File: config.mk
export PLATFORM = sky130hd
export DESIGN_NAME = fifo_access_arb
export DESIGN_NICKNAME = d
export VERILOG_FILES = /design/src/rtl/fifo_arb_pkg.sv /design/src/rtl/fifo_access_arb_rr_arbiter.sv /design/src/rtl/fifo_access_arb.sv
export SDC_FILE = /design/constraint.sdc
export NUM_CORES = 1
export LEC_CHECK = 0
export BUFFER_PORTS_ARGS = -buffer_cell sky130_fd_sc_hd__buf_2
export CAP_MARGIN = 5
export CORE_AREA = 2 2 106 108
export CTS_CLUSTER_DIAMETER = 80
export CTS_CLUSTER_SIZE = 12
export DETAILED_ROUTE_END_ITERATION = 10
export DIE_AREA = 0 0 108 110
export PLACE_DENSITY = 0.75
export SLEW_MARGIN = 20
export SYNTH_ARGS = -nofsm -noshare
export SYNTH_HDL_FRONTEND = slang
export SYNTH_SLANG_ARGS = --single-unit
File: constraint.sdc
create_clock -name clk -period 3.6 [get_ports clk]
set_clock_uncertainty 0.05 [all_clocks]
set_input_delay 0 -clock clk [delete_from_list [all_inputs] [get_ports clk]]
set_output_delay 0 -clock clk [all_outputs]
set_load 0.1 [all_outputs]
File: src/rtl/fifo_arb_pkg.sv
// rtl/fifo_arb_pkg.sv - shared defaults and priority state type for fifo_access_arb
package fifo_arb_pkg;

  localparam int NREQ_DEF = 4;
  localparam int DW_DEF   = 32;

  typedef enum logic {
    PRI_RD = 1'b0,
    PRI_WR = 1'b1
  } prio_e;

endpackage

File: src/rtl/fifo_access_arb_rr_arbiter.sv
// rtl/fifo_access_arb_rr_arbiter.sv - round-robin pick of the first requester at or after ptr
module rr_arbiter #(
  parameter int N  = 4,
  parameter int PW = 2
) (
  input  logic [N-1:0]  req_i,
  input  logic [PW-1:0] ptr_i,
  output logic [N-1:0]  gnt_o,
  output logic [PW-1:0] idx_o
);

  logic          found;
  logic [PW:0]   sum;
  logic [PW-1:0] cand;

  // Walk N positions starting at ptr, wrapping modulo N; first hit wins.
  always_comb begin
    gnt_o = '0;
    idx_o = '0;
    found = 1'b0;
    sum   = '0;
    cand  = '0;
    for (int k = 0; k < N; k++) begin
      sum = {1'b0, ptr_i} + (PW+1)'(k);
      if (sum >= (PW+1)'(N)) begin
        sum = sum - (PW+1)'(N);
      end
      cand = sum[PW-1:0];
      if (!found && req_i[cand]) begin
        found       = 1'b1;
        gnt_o[cand] = 1'b1;
        idx_o       = cand;
      end
    end
  end

endmodule

File: src/rtl/fifo_access_arb.sv
// rtl/fifo_access_arb.sv - arbitrates NREQ writers and one reader onto a single-op-per-cycle FIFO port
module fifo_access_arb
  import fifo_arb_pkg::*;
#(
  parameter int NREQ = NREQ_DEF,
  parameter int DW   = DW_DEF
) (
  input  logic                      clk,
  input  logic                      rst_n,
  input  logic [NREQ-1:0]           wr_req_i,
  input  logic [NREQ-1:0][DW-1:0]   wr_data_i,
  output logic [NREQ-1:0]           wr_gnt_o,
  input  logic                      rd_req_i,
  output logic                      rd_gnt_o,
  output logic                      rd_valid_o,
  output logic [DW-1:0]             rd_data_o,
  output logic                      fifo_wr_en_o,
  output logic [DW-1:0]             fifo_wr_data_o,
  output logic                      fifo_rd_en_o,
  input  logic [DW-1:0]             fifo_rd_data_i,
  input  logic                      fifo_full_i,
  input  logic                      fifo_empty_i,
  output logic [15:0]               wr_total_o,
  output logic [15:0]               rd_total_o
);

  localparam int PW = (NREQ > 1) ? $clog2(NREQ) : 1;

  prio_e           state_q, state_d;
  logic [PW-1:0]   rr_ptr_q, rr_ptr_d;
  logic            rd_valid_q;
  logic [15:0]     wr_total_q, rd_total_q;

  logic            wr_elig, rd_elig;
  logic            do_wr, do_rd;
  logic [NREQ-1:0] arb_gnt;
  logic [PW-1:0]   arb_idx;

  assign wr_elig = (|wr_req_i) && !fifo_full_i;
  assign rd_elig = rd_req_i && !fifo_empty_i;

  rr_arbiter #(
    .N  (NREQ),
    .PW (PW)
  ) u_rr (
    .req_i (wr_req_i),
    .ptr_i (rr_ptr_q),
    .gnt_o (arb_gnt),
    .idx_o (arb_idx)
  );

  always_ff @(posedge clk or negedge rst_n) begin
    if (!rst_n) begin
      state_q <= PRI_RD;
    end else begin
      state_q <= state_d;
    end
  end

  always_comb begin
    state_d = state_q;
    if (do_rd) begin
      state_d = PRI_WR;
    end else if (do_wr) begin
      state_d = PRI_RD;
    end
  end

  // Grants are masked by rst_n so nothing reaches the FIFO while reset is held.
  always_comb begin
    do_rd = 1'b0;
    do_wr = 1'b0;
    if (rst_n) begin
      if (rd_elig && (!wr_elig || state_q == PRI_RD)) begin
        do_rd = 1'b1;
      end else if (wr_elig) begin
        do_wr = 1'b1;
      end
    end
  end

  assign wr_gnt_o       = do_wr ? arb_gnt : '0;
  assign fifo_wr_en_o   = do_wr;
  assign fifo_wr_data_o = wr_data_i[arb_idx];
  assign rd_gnt_o       = do_rd;
  assign fifo_rd_en_o   = do_rd;
  assign rd_data_o      = fifo_rd_data_i;
  assign rd_valid_o     = rd_valid_q;
  assign wr_total_o     = wr_total_q;
  assign rd_total_o     = rd_total_q;

  always_comb begin
    rr_ptr_d = rr_ptr_q;
    if (do_wr) begin
      rr_ptr_d = (arb_idx == PW'(NREQ-1)) ? '0 : arb_idx + PW'(1);
    end
  end

  always_ff @(posedge clk or negedge rst_n) begin
    if (!rst_n) begin
      rr_ptr_q   <= '0;
      rd_valid_q <= 1'b0;
      wr_total_q <= '0;
      rd_total_q <= '0;
    end else begin
      rr_ptr_q   <= rr_ptr_d;
      rd_valid_q <= do_rd;
      if (do_wr) wr_total_q <= wr_total_q + 16'd1;
      if (do_rd) rd_total_q <= rd_total_q + 16'd1;
    end
  end

endmodule

Word level (Yosys, flattened, before mapping)
Index checks and enable logic that the tools add are counted.
{"block": "totals", "reg_bits": 36, "input_bits": 169, "out_inout_bits": 104, "elab_cells": 94}
{"block": "op_classes", "addsub": 10, "n_lt_le_gt_ge": 13, "eq_ne": 1, "muxes": 42, "bitwise_logic": 4, "n_reduce_logical": 19}
{"op": "$bmux W32 S2", "n": 1}
{"op": "$add A16 B1 Y16 const B", "n": 2}
{"op": "$mux W32", "n": 1}
{"op": "$mux W4", "n": 5}
{"op": "$mux W1", "n": 18}
{"op": "$mux W2", "n": 9}
{"op": "$lt A2 B3 Y1 const B", "n": 5}
{"op": "$or A4 B4 Y4", "n": 3}
{"op": "$logic_and A1 B1 Y1", "n": 10}
{"op": "$ge A3 B3 Y1 const B", "n": 3}
{"op": "$bmux W1 S2", "n": 4}
{"op": "$demux W1 S2", "n": 4}
{"op": "$ge A2 B1 Y1 const B", "n": 4}
{"op": "$sub A2 B1 Y2 const B", "n": 4}
{"op": "$add A2 B2 Y3 const B", "n": 2}
{"op": "$logic_not A1 Y1", "n": 6}
{"op": "$reduce_or A4 Y1", "n": 1}
{"op": "$add A2 B1 Y3 const B", "n": 1}
{"op": "$ge A2 B3 Y1 const B", "n": 1}
{"op": "$add A2 B1 Y2 const B", "n": 1}
{"op": "$eq A2 B2 Y1 const B", "n": 1}
{"op": "$reduce_bool A2 Y1", "n": 1}
{"op": "$logic_or A1 B1 Y1", "n": 1}
{"op": "$not A1 Y1", "n": 1}

Depth between registers and ports, before layout
Gate-level depths: netlist of run 1.
{"block": "logic_depth", "depth_word": 16, "ltp_mapped": 12, "mapped_depth_nobuf": 8}

Hierarchy
A second synthesis of run 1 with hierarchy kept.
{"block": "unflattened", "cells_unflattened": 263, "area_unflattened_um2": 3096.7}
{"mod": "fifo_access_arb", "n_inst": 1, "cells_per_inst": 215, "area_each_um2": 2657.5, "seq_area_each_um2": 900.9}
{"mod": "rr_arbiter", "n_inst": 1, "cells_per_inst": 48, "area_each_um2": 439.2, "seq_area_each_um2": 0.0}

Worst setup path before layout of run 1
No wires, ideal clock.
{"block": "synth_path", "kind": "register to output", "startpoint": "register rr_ptr_q[0]", "endpoint": "output port fifo_wr_data_o[13]", "arrival_ps": 4404, "required_ps": 3550, "setup_slack_ps": -854, "path_stages_with_launch": 13, "path_buffers": 4, "cell_sequence": "dfrtp_1 -> clkbuf_1 -> inv_1 -> ha_1 -> clkbuf_1 -> mux4_2 -> nand2b_1 -> nand3_1 -> mux2i_1 -> buf_2 -> buf_4 -> mux2i_1 -> mux2i_1"}
{"block": "synth_between", "elab_chain_cells": 16, "elab_cells_between_ends": 38, "classes_between": "add/sub: 7; order compare: 4; mux: 21; reduce/logical: 6"}
{"item": "start, declared", "line": "fifo_access_arb.sv:30", "source": "logic [PW-1:0] rr_ptr_q, rr_ptr_d;"}
{"item": "start signal, assigned", "line": "fifo_access_arb.sv:106", "source": "rr_ptr_q <= rr_ptr_d;"}
{"item": "parallel branches: the longest is 13 deep, another holds $add A2 B1 Y3"}
{"item": "$mux W2 *", "line": "fifo_access_arb_rr_arbiter.sv:29", "source": "if (!found && req_i[cand]) begin"}
{"item": "$bmux W32 S2 *", "line": "fifo_access_arb.sv:84", "source": "assign fifo_wr_data_o = wr_data_i[arb_idx];"}
{"item": "$mux W32 (not written as such) *", "line": "fifo_access_arb.sv:84"}
{"item": "end, declared", "line": "fifo_access_arb.sv:18", "source": "output logic [DW-1:0] fifo_wr_data_o,"}
Mark *: on every way between the ends. The select of a mux whose other input is x is not followed.

Worst setup path after layout of run 1
{"block": "layout_path", "startpoint": "register rr_ptr_q[0]", "endpoint": "output port fifo_wr_data_o[0]"}
The elaborated chain is that of the path after synthesis.

==> results of run 1 <==
-- kinds of logic after synthesis --
| logic type | count (synthesis) |
|---|---|
| mux | 101 |
| simple gates | 77 |
| buf+inv | 58 |
| flops | 36 |
| xor+xnor | 31 |
| compound gates | 23 |
| fa+ha+maj | 10 |
-- sequential cells by signal (all words and copies together) (netlist names) --
name	count
wr_total_o	16
state_q	1
rr_ptr_q	2
rd_total_o	16
rd_valid_o	1
-- how the worst max path moves through the flow --
stage / start / cells past startpoint / slack [ns] / endpoint
floorplan: rr_ptr_q[0] / 10 / -0.35 / fifo_wr_data_o[13]
global placement: rr_ptr_q[0] / 10 / 0.53 / fifo_wr_data_o[1]
detailed placement: rr_ptr_q[0] / 11 / 0.42 / fifo_wr_data_o[0]
CTS: rr_ptr_q[0] / 11 / 0.08 / fifo_wr_data_o[21]
global route: rr_ptr_q[0] / 11 / -0.01 / fifo_wr_data_o[19]
finish: rr_ptr_q[0] / 11 / 0.15 / fifo_wr_data_o[0]
-- cells in the final DEF (no fill, tap or decap), types with 3 or more instances in the layout --
master                          netlist  layout
sky130_fd_sc_hd__nand4_1              6       6
sky130_fd_sc_hd__dfrtp_1             36      36
sky130_fd_sc_hd__clkbuf_8             0       5
sky130_fd_sc_hd__ha_1                10       9
sky130_fd_sc_hd__mux2i_4              0      31
sky130_fd_sc_hd__dlygate4sd3_1        0      33
sky130_fd_sc_hd__nor3b_1              3       3
sky130_fd_sc_hd__o21ai_0              5       5
sky130_fd_sc_hd__mux2i_1             98      64
sky130_fd_sc_hd__a222oi_1             4       4
sky130_fd_sc_hd__a21oi_2              0       4
sky130_fd_sc_hd__nand3_1             14      14
sky130_fd_sc_hd__xnor2_1             19      19
sky130_fd_sc_hd__buf_2                6     176
sky130_fd_sc_hd__buf_12               0      34
sky130_fd_sc_hd__nand2_1             19      19
sky130_fd_sc_hd__nor2_1              16      16
sky130_fd_sc_hd__buf_4               38      11
sky130_fd_sc_hd__inv_1                9       9
sky130_fd_sc_hd__xor2_1              11      11
sky130_fd_sc_hd__mux2i_2              0       3
sky130_fd_sc_hd__nor3_1               4       4
-- per-stage QoR --
stage / std cells / util / TNS [ns] / hold slack [ns] / area, sq um
3_3_place_gp: 648 / 0.4864 / 0 / -0.1685 / 5204
3_5_place_dp: 648 / 0.4864 / 0 / -0.1679 / 5204
5_1_grt: 691 / 0.5305 / -0.01292 / 0.02876 / 5675
4_1_cts: 689 / 0.5274 / 0 / 0.03349 / 5642
6_report: 691 / 0.5305 / 0 / 0.03549 / 5675
2_1_floorplan: 336 / - / -0.7025 / -0.3456 / 3702
-- critical path, stage by stage (launching register included) --
cell and delay, ns:
sky130_fd_sc_hd__dfrtp_1 0.36, sky130_fd_sc_hd__inv_1 0.15, sky130_fd_sc_hd__ha_2 0.46, sky130_fd_sc_hd__mux4_2 0.55, sky130_fd_sc_hd__nand2b_1 0.09, sky130_fd_sc_hd__nand3_1 0.15
sky130_fd_sc_hd__mux2i_4 0.29, sky130_fd_sc_hd__buf_12 0.23, sky130_fd_sc_hd__buf_4 0.19, sky130_fd_sc_hd__mux2i_1 0.32, sky130_fd_sc_hd__mux2i_4 0.12, sky130_fd_sc_hd__buf_12 0.18
-- per-layer routing --
layer  global-route usage  vias to the layer above
li1                     -                     1596
met1               0.2053                     1596
met2               0.3239                      144
met3              0.06290                       16
met4              0.04945                        0
met5                    0                        -
-- cell type report --
type | instances | share of cell area
antenna | 1 | 0.0004409
clock buffer | 6 | 0.01279
clock inverter | 2 | 0.006173
inverter | 9 | 0.005952
multi-input combinational | 242 | 0.4328
sequential | 36 | 0.1587
tap | 140 | 0.03086
timing repair buffer | 255 | 0.3523
-- timing repair --
action | CTS | global route
endpoints found under the hold margin | 68 | 0
endpoints found under the setup margin | 0 | 18
resized for setup | 0 | 2
hold buffers | 33 | 0
buffers inserted | 0 | 0
==> impl_metrics.tcl, run 1 <==
set metrics [dict create \
    grt_pass1_vias 3400 \
    grt_start_max_net_pins 43 \
    synth_fp_nets 515 \
    area_of_the_multi_input_gates_sq_um 2456 \
    fmaxAchievable_ghz 0.2897 \
    post-dp-hpwl_um 9122 \
    max-cap-violations 0 \
    critPathKind "reg -> out" \
    setup_violations 0 \
    arrival_ns 3.40 \
    synth-warning-count 0 \
    dpl_worst_slack_ns 0.4233 \
    grt.overflow.total 0 \
    clock_tree_from_tritoncts "yes" \
    num-nets-final 728 \
    final-seq-area_sq_um 900.9 \
    element_type_at_the_critical_path_start "register" \
    timing.critical_path.required_ns 3.55 \
    post_synth_main_area_contributors "sky130_fd_sc_hd__mux2i_1, sky130_fd_sc_hd__dfrtp_1, sky130_fd_sc_hd__buf_4, sky130_fd_sc_hd__xnor2_1, sky130_fd_sc_hd__ha_1" \
    synth_commonest_cells "sky130_fd_sc_hd__mux2i_1, sky130_fd_sc_hd__buf_4, sky130_fd_sc_hd__dfrtp_1, sky130_fd_sc_hd__nand2_1, sky130_fd_sc_hd__xnor2_1" \
    hold_viol_final 0 \
    finalWorstSetupSlack_ns 0.1487 \
    buffer_ports.inserted 208 \
    hold_class "in -> reg" \
    r2r_slack_ns 0.88 \
    status "complete, no violations" \
    synth.yosys.seq_area_share 0.2726 \
    totalWireLength_um 11720 \
    drt_iter0_drc 172 \
    route.layer.met1.wl_um 4315 \
    io-pin-count 273 \
    layout_worst_path_cycle_share 0.9587 \
    globalplace.congestion 0.8989 \
    cts_buffers 5 \
    clock_insertion_delay_worst_skew_ns 0.29 \
    die_w_um 108 \
    netlist.area_leader.share 0.2969 \
    cts.path.max_buffers 2 \
    min_delay_worst_endpoint "rd_valid_o" \
    synth_seq_cells 36 \
    endpoint_of_the_worst_register_to_register_path "rr_ptr_q[1]" \
    route.vias.total 3352 \
    compound_cell_area_share_of_the_yosys_netlist 0.05263 \
    synth_most_common_cell "sky130_fd_sc_hd__mux2i_1" \
    final-max-slew-violation-count 0 \
    min_path_cells 3 \
    grt_first_pass_wirelength_um 16840 \
    number_of_antenna_violations_at_the_first_check_in_global_routing 1 \
    main_combinational_cell_family_by_area_after_synthesis "multiplexers" \
    root_buffer "sky130_fd_sc_hd__clkbuf_8" \
    drive_gt1_frac 0.5036 \
    first_pass_iters 4 \
    ys.flop_type "sky130_fd_sc_hd__dfrtp_1" \
    area_inside_the_core_boundary_sq_um 10700 \
    routed_wire_length_per_instance_um 16.95 \
    synth-edff-count 0 \
    wl_met3_um 1020 \
    synthDistinctLibCells 40 \
    end_kind "primary output" \
    post_route_minimum_period_ns 3.451 \
    worst_flop_to_flop_path_startpoint "rr_ptr_q[0]" \
    syn_to_final_growth_pct 71.75 \
    post-synth-top-area-cell "sky130_fd_sc_hd__mux2i_1" \
    reg2reg_depth 9 \
    synth_cells 336 \
    die_ar_sq_um 11880 \
    vias_per_std_cell 4.851 \
    remaining_drc_errors 0 \
    fillers 918 \
    min_from "rd_req_i" \
    post_synth.cell_area_avg_sq_um 9.835 \
    simple_gate_portion_of_the_synthesized_area 0.1250 \
    tightest_slew_ns 1.026 \
    synthAdderAreaFrac 0.03786 \
    worstPathMaxFanout 21 \
    clock_sink_count 36 \
    cts.clk_slew.worst_paths_ns 0.07 \
    synth.cell_area_sq_um 3304 \
    floorplan.die.height_um 110 \
    slew_headroom 0.3135 \
    initial_utilization 0.3089 \
    met2WireLength_um 6180 \
    track_usage 0.1810 \
    h_tree_depth_reported_by_cts 2 \
    maxUsedRoutingLayer "met4" \
    std_cell_rows 38 \
    final_antenna_net_count 0 \
    post_synth_xor_area_fraction 0.08444 \
    synth-async-reset-ratio 1.000 \
    portion_of_netlist_area_occupied_by_mux_cells 0.3139 \
]
Power of run 1 is not shown: default switching activity piles up to over one toggle a cycle in this logic, so the estimate is an artifact.
==> run 2: changes to the inputs <==
Settings changed: RECOVER_POWER set to 50.
==> run 2 against run 1 <==
  * The flow now finishes with violations (capacitance limit, slew limit)
  * Flip-flop and latch count stayed put
  * Die area did not move
  * Sequential share of layout area up 0.099 points
  * Non-clock buffer count unchanged
  * Via count grew 0.21%
  * Utilization down 0.33 points
  * Cell count unchanged
==> impl_metrics.tcl, run 2 (synthesis gave the netlist of run 1 again) <==
set metrics [dict create \
    arrival_ns 3.41 \
    die_ar_sq_um 11880 \
    vias_per_std_cell 4.861 \
    root_buffer "sky130_fd_sc_hd__clkbuf_8" \
    layout_common_cells "sky130_fd_sc_hd__buf_2, sky130_fd_sc_hd__mux2i_1, sky130_fd_sc_hd__dfrtp_1, sky130_fd_sc_hd__buf_12, sky130_fd_sc_hd__dlygate4sd3_1" \
    buffer_ports.inserted 208 \
    wl_met3_um 976 \
    cts_post_setup_buffers_inserted 0 \
    drive_gt1_frac 0.4564 \
    reg2reg_depth 9 \
    remaining_drc_errors 0 \
    grt_pass1_vias 3400 \
    worst_setup_path_startpoint "rr_ptr_q[0]" \
    syn_to_final_growth_pct 70.69 \
    element_type_at_the_critical_path_start "register" \
    min_from "rd_req_i" \
    status "finished with violations" \
    area_inside_the_core_boundary_sq_um 10700 \
    r2r_slack_ns 0.88 \
    max-cap-violations 1 \
    routed_wire_length_per_instance_um 17.03 \
    worst_flop_to_flop_path_startpoint "rr_ptr_q[0]" \
    timing.critical_path.required_ns 3.55 \
    maxUsedRoutingLayer "met4" \
    tightest_slew_ns 1.519 \
    clock_sink_count 36 \
    fmaxAchievable_ghz 0.2894 \
    num-nets-final 728 \
    final_antenna_net_count 0 \
    route.layer.met1.wl_um 4385 \
    fillers 937 \
    route.vias.total 3359 \
    first_pass_iters 4 \
    min_path_cells 3 \
    post_route_minimum_period_ns 3.456 \
    grt.overflow.total 0 \
    min_delay_worst_endpoint "rd_valid_o" \
    cts.clk_slew.worst_paths_ns 0.07 \
    floorplan.die.height_um 110 \
    io-pin-count 273 \
    cts.path.max_buffers 2 \
    die_w_um 108 \
    totalWireLength_um 11770 \
    layout_commonest_cell "sky130_fd_sc_hd__buf_2" \
    layout_worst_path_cycle_share 0.9599 \
    worstPathMaxFanout 21 \
    clock_tree_from_tritoncts "yes" \
    violations "capacitance limit, slew limit" \
    slew_headroom -0.01271 \
    critPathKind "reg -> out" \
    clock_insertion_delay_worst_skew_ns 0.29 \
    grt_first_pass_wirelength_um 16840 \
    end_kind "primary output" \
    grt_start_max_net_pins 43 \
    std_cell_rows 38 \
    setup_violations 0 \
    globalplace.congestion 0.8989 \
    h_tree_depth_reported_by_cts 2 \
    hold_viol_final 0 \
    final-max-slew-violation-count 29 \
    drt_iter0_drc 179 \
    hold_slack_ns 0.03524 \
    met2WireLength_um 6203 \
    post-dp-hpwl_um 9122 \
    hold_class "in -> reg" \
    cts_buffers 5 \
    endpoint_of_the_worst_register_to_register_path "rr_ptr_q[1]" \
    number_of_antenna_violations_at_the_first_check_in_global_routing 1 \
    initial_utilization 0.3089 \
    track_usage 0.1810 \
]
run 2: how the worst max path moves through the flow:
stage / end / slack (ns) / depth (start not counted)
4_1_cts: fifo_wr_data_o[21] / 0.08 / 11
6_report: fifo_wr_data_o[0] / 0.14 / 11
2_1_floorplan: fifo_wr_data_o[13] / -0.35 / 10
3_5_place_dp: fifo_wr_data_o[0] / 0.42 / 11
5_1_grt: fifo_wr_data_o[19] / -0.01 / 11
3_3_place_gp: fifo_wr_data_o[1] / 0.53 / 10
run 2: routing by layer:
metal / GRT usage / up-vias
met4: 0.04945 / 0
met5: 0 / -
li1: - / 1595
met1: 0.2053 / 1606
met2: 0.3239 / 142
met3: 0.06290 / 16
run 2: what timing repair did:
| item | in CTS | in global routing |
|---|---|---|
| hold buffers | 33 | 0 |
| resized for setup | 0 | 2 |
| endpoints found under the hold margin | 68 | 0 |
| setup endpoints to repair | 0 | 18 |
run 2: worst max-delay path, cell delays in order (launching register included):
cell,delay (ns)
sky130_fd_sc_hd__dfrtp_1,0.36
sky130_fd_sc_hd__inv_1,0.15
sky130_fd_sc_hd__ha_2,0.46
sky130_fd_sc_hd__mux4_2,0.55
sky130_fd_sc_hd__nand2b_1,0.10
sky130_fd_sc_hd__nand3_1,0.15
sky130_fd_sc_hd__mux2i_4,0.29
sky130_fd_sc_hd__buf_12,0.23
sky130_fd_sc_hd__buf_4,0.19
sky130_fd_sc_hd__mux2i_1,0.32
sky130_fd_sc_hd__mux2i_4,0.12
sky130_fd_sc_hd__buf_12,0.18
run 2: per-stage QoR:
step                       TNS, ns  setup WS, ns  cells  utilization  instance area (sq um)
after floorplan            -0.7025       -0.3485    336            -                   3702
after global placement           0        0.5345    648       0.4864                   5204
after detailed placement         0        0.4233    648       0.4864                   5204
after CTS                        0       0.07851    689       0.5274                   5642
after global routing      -0.01292      -0.01292    691       0.5273                   5640
final                            0        0.1443    691       0.5273                   5640
run 2: final cells by class:
cell class	instances	area, sq um	area share
Multi-Input combinational cell	242	2456	0.4354
Timing Repair Buffer	255	1964	0.3483
Sequential cell	36	900.9	0.1597
Tap cell	140	175.2	0.03106
Clock buffer	6	72.57	0.01287
Clock inverter	2	35.03	0.006211
Inverter	9	33.78	0.005989
Antenna cell	1	2.502	0.0004437
Power of run 2 is left out for the same reason.
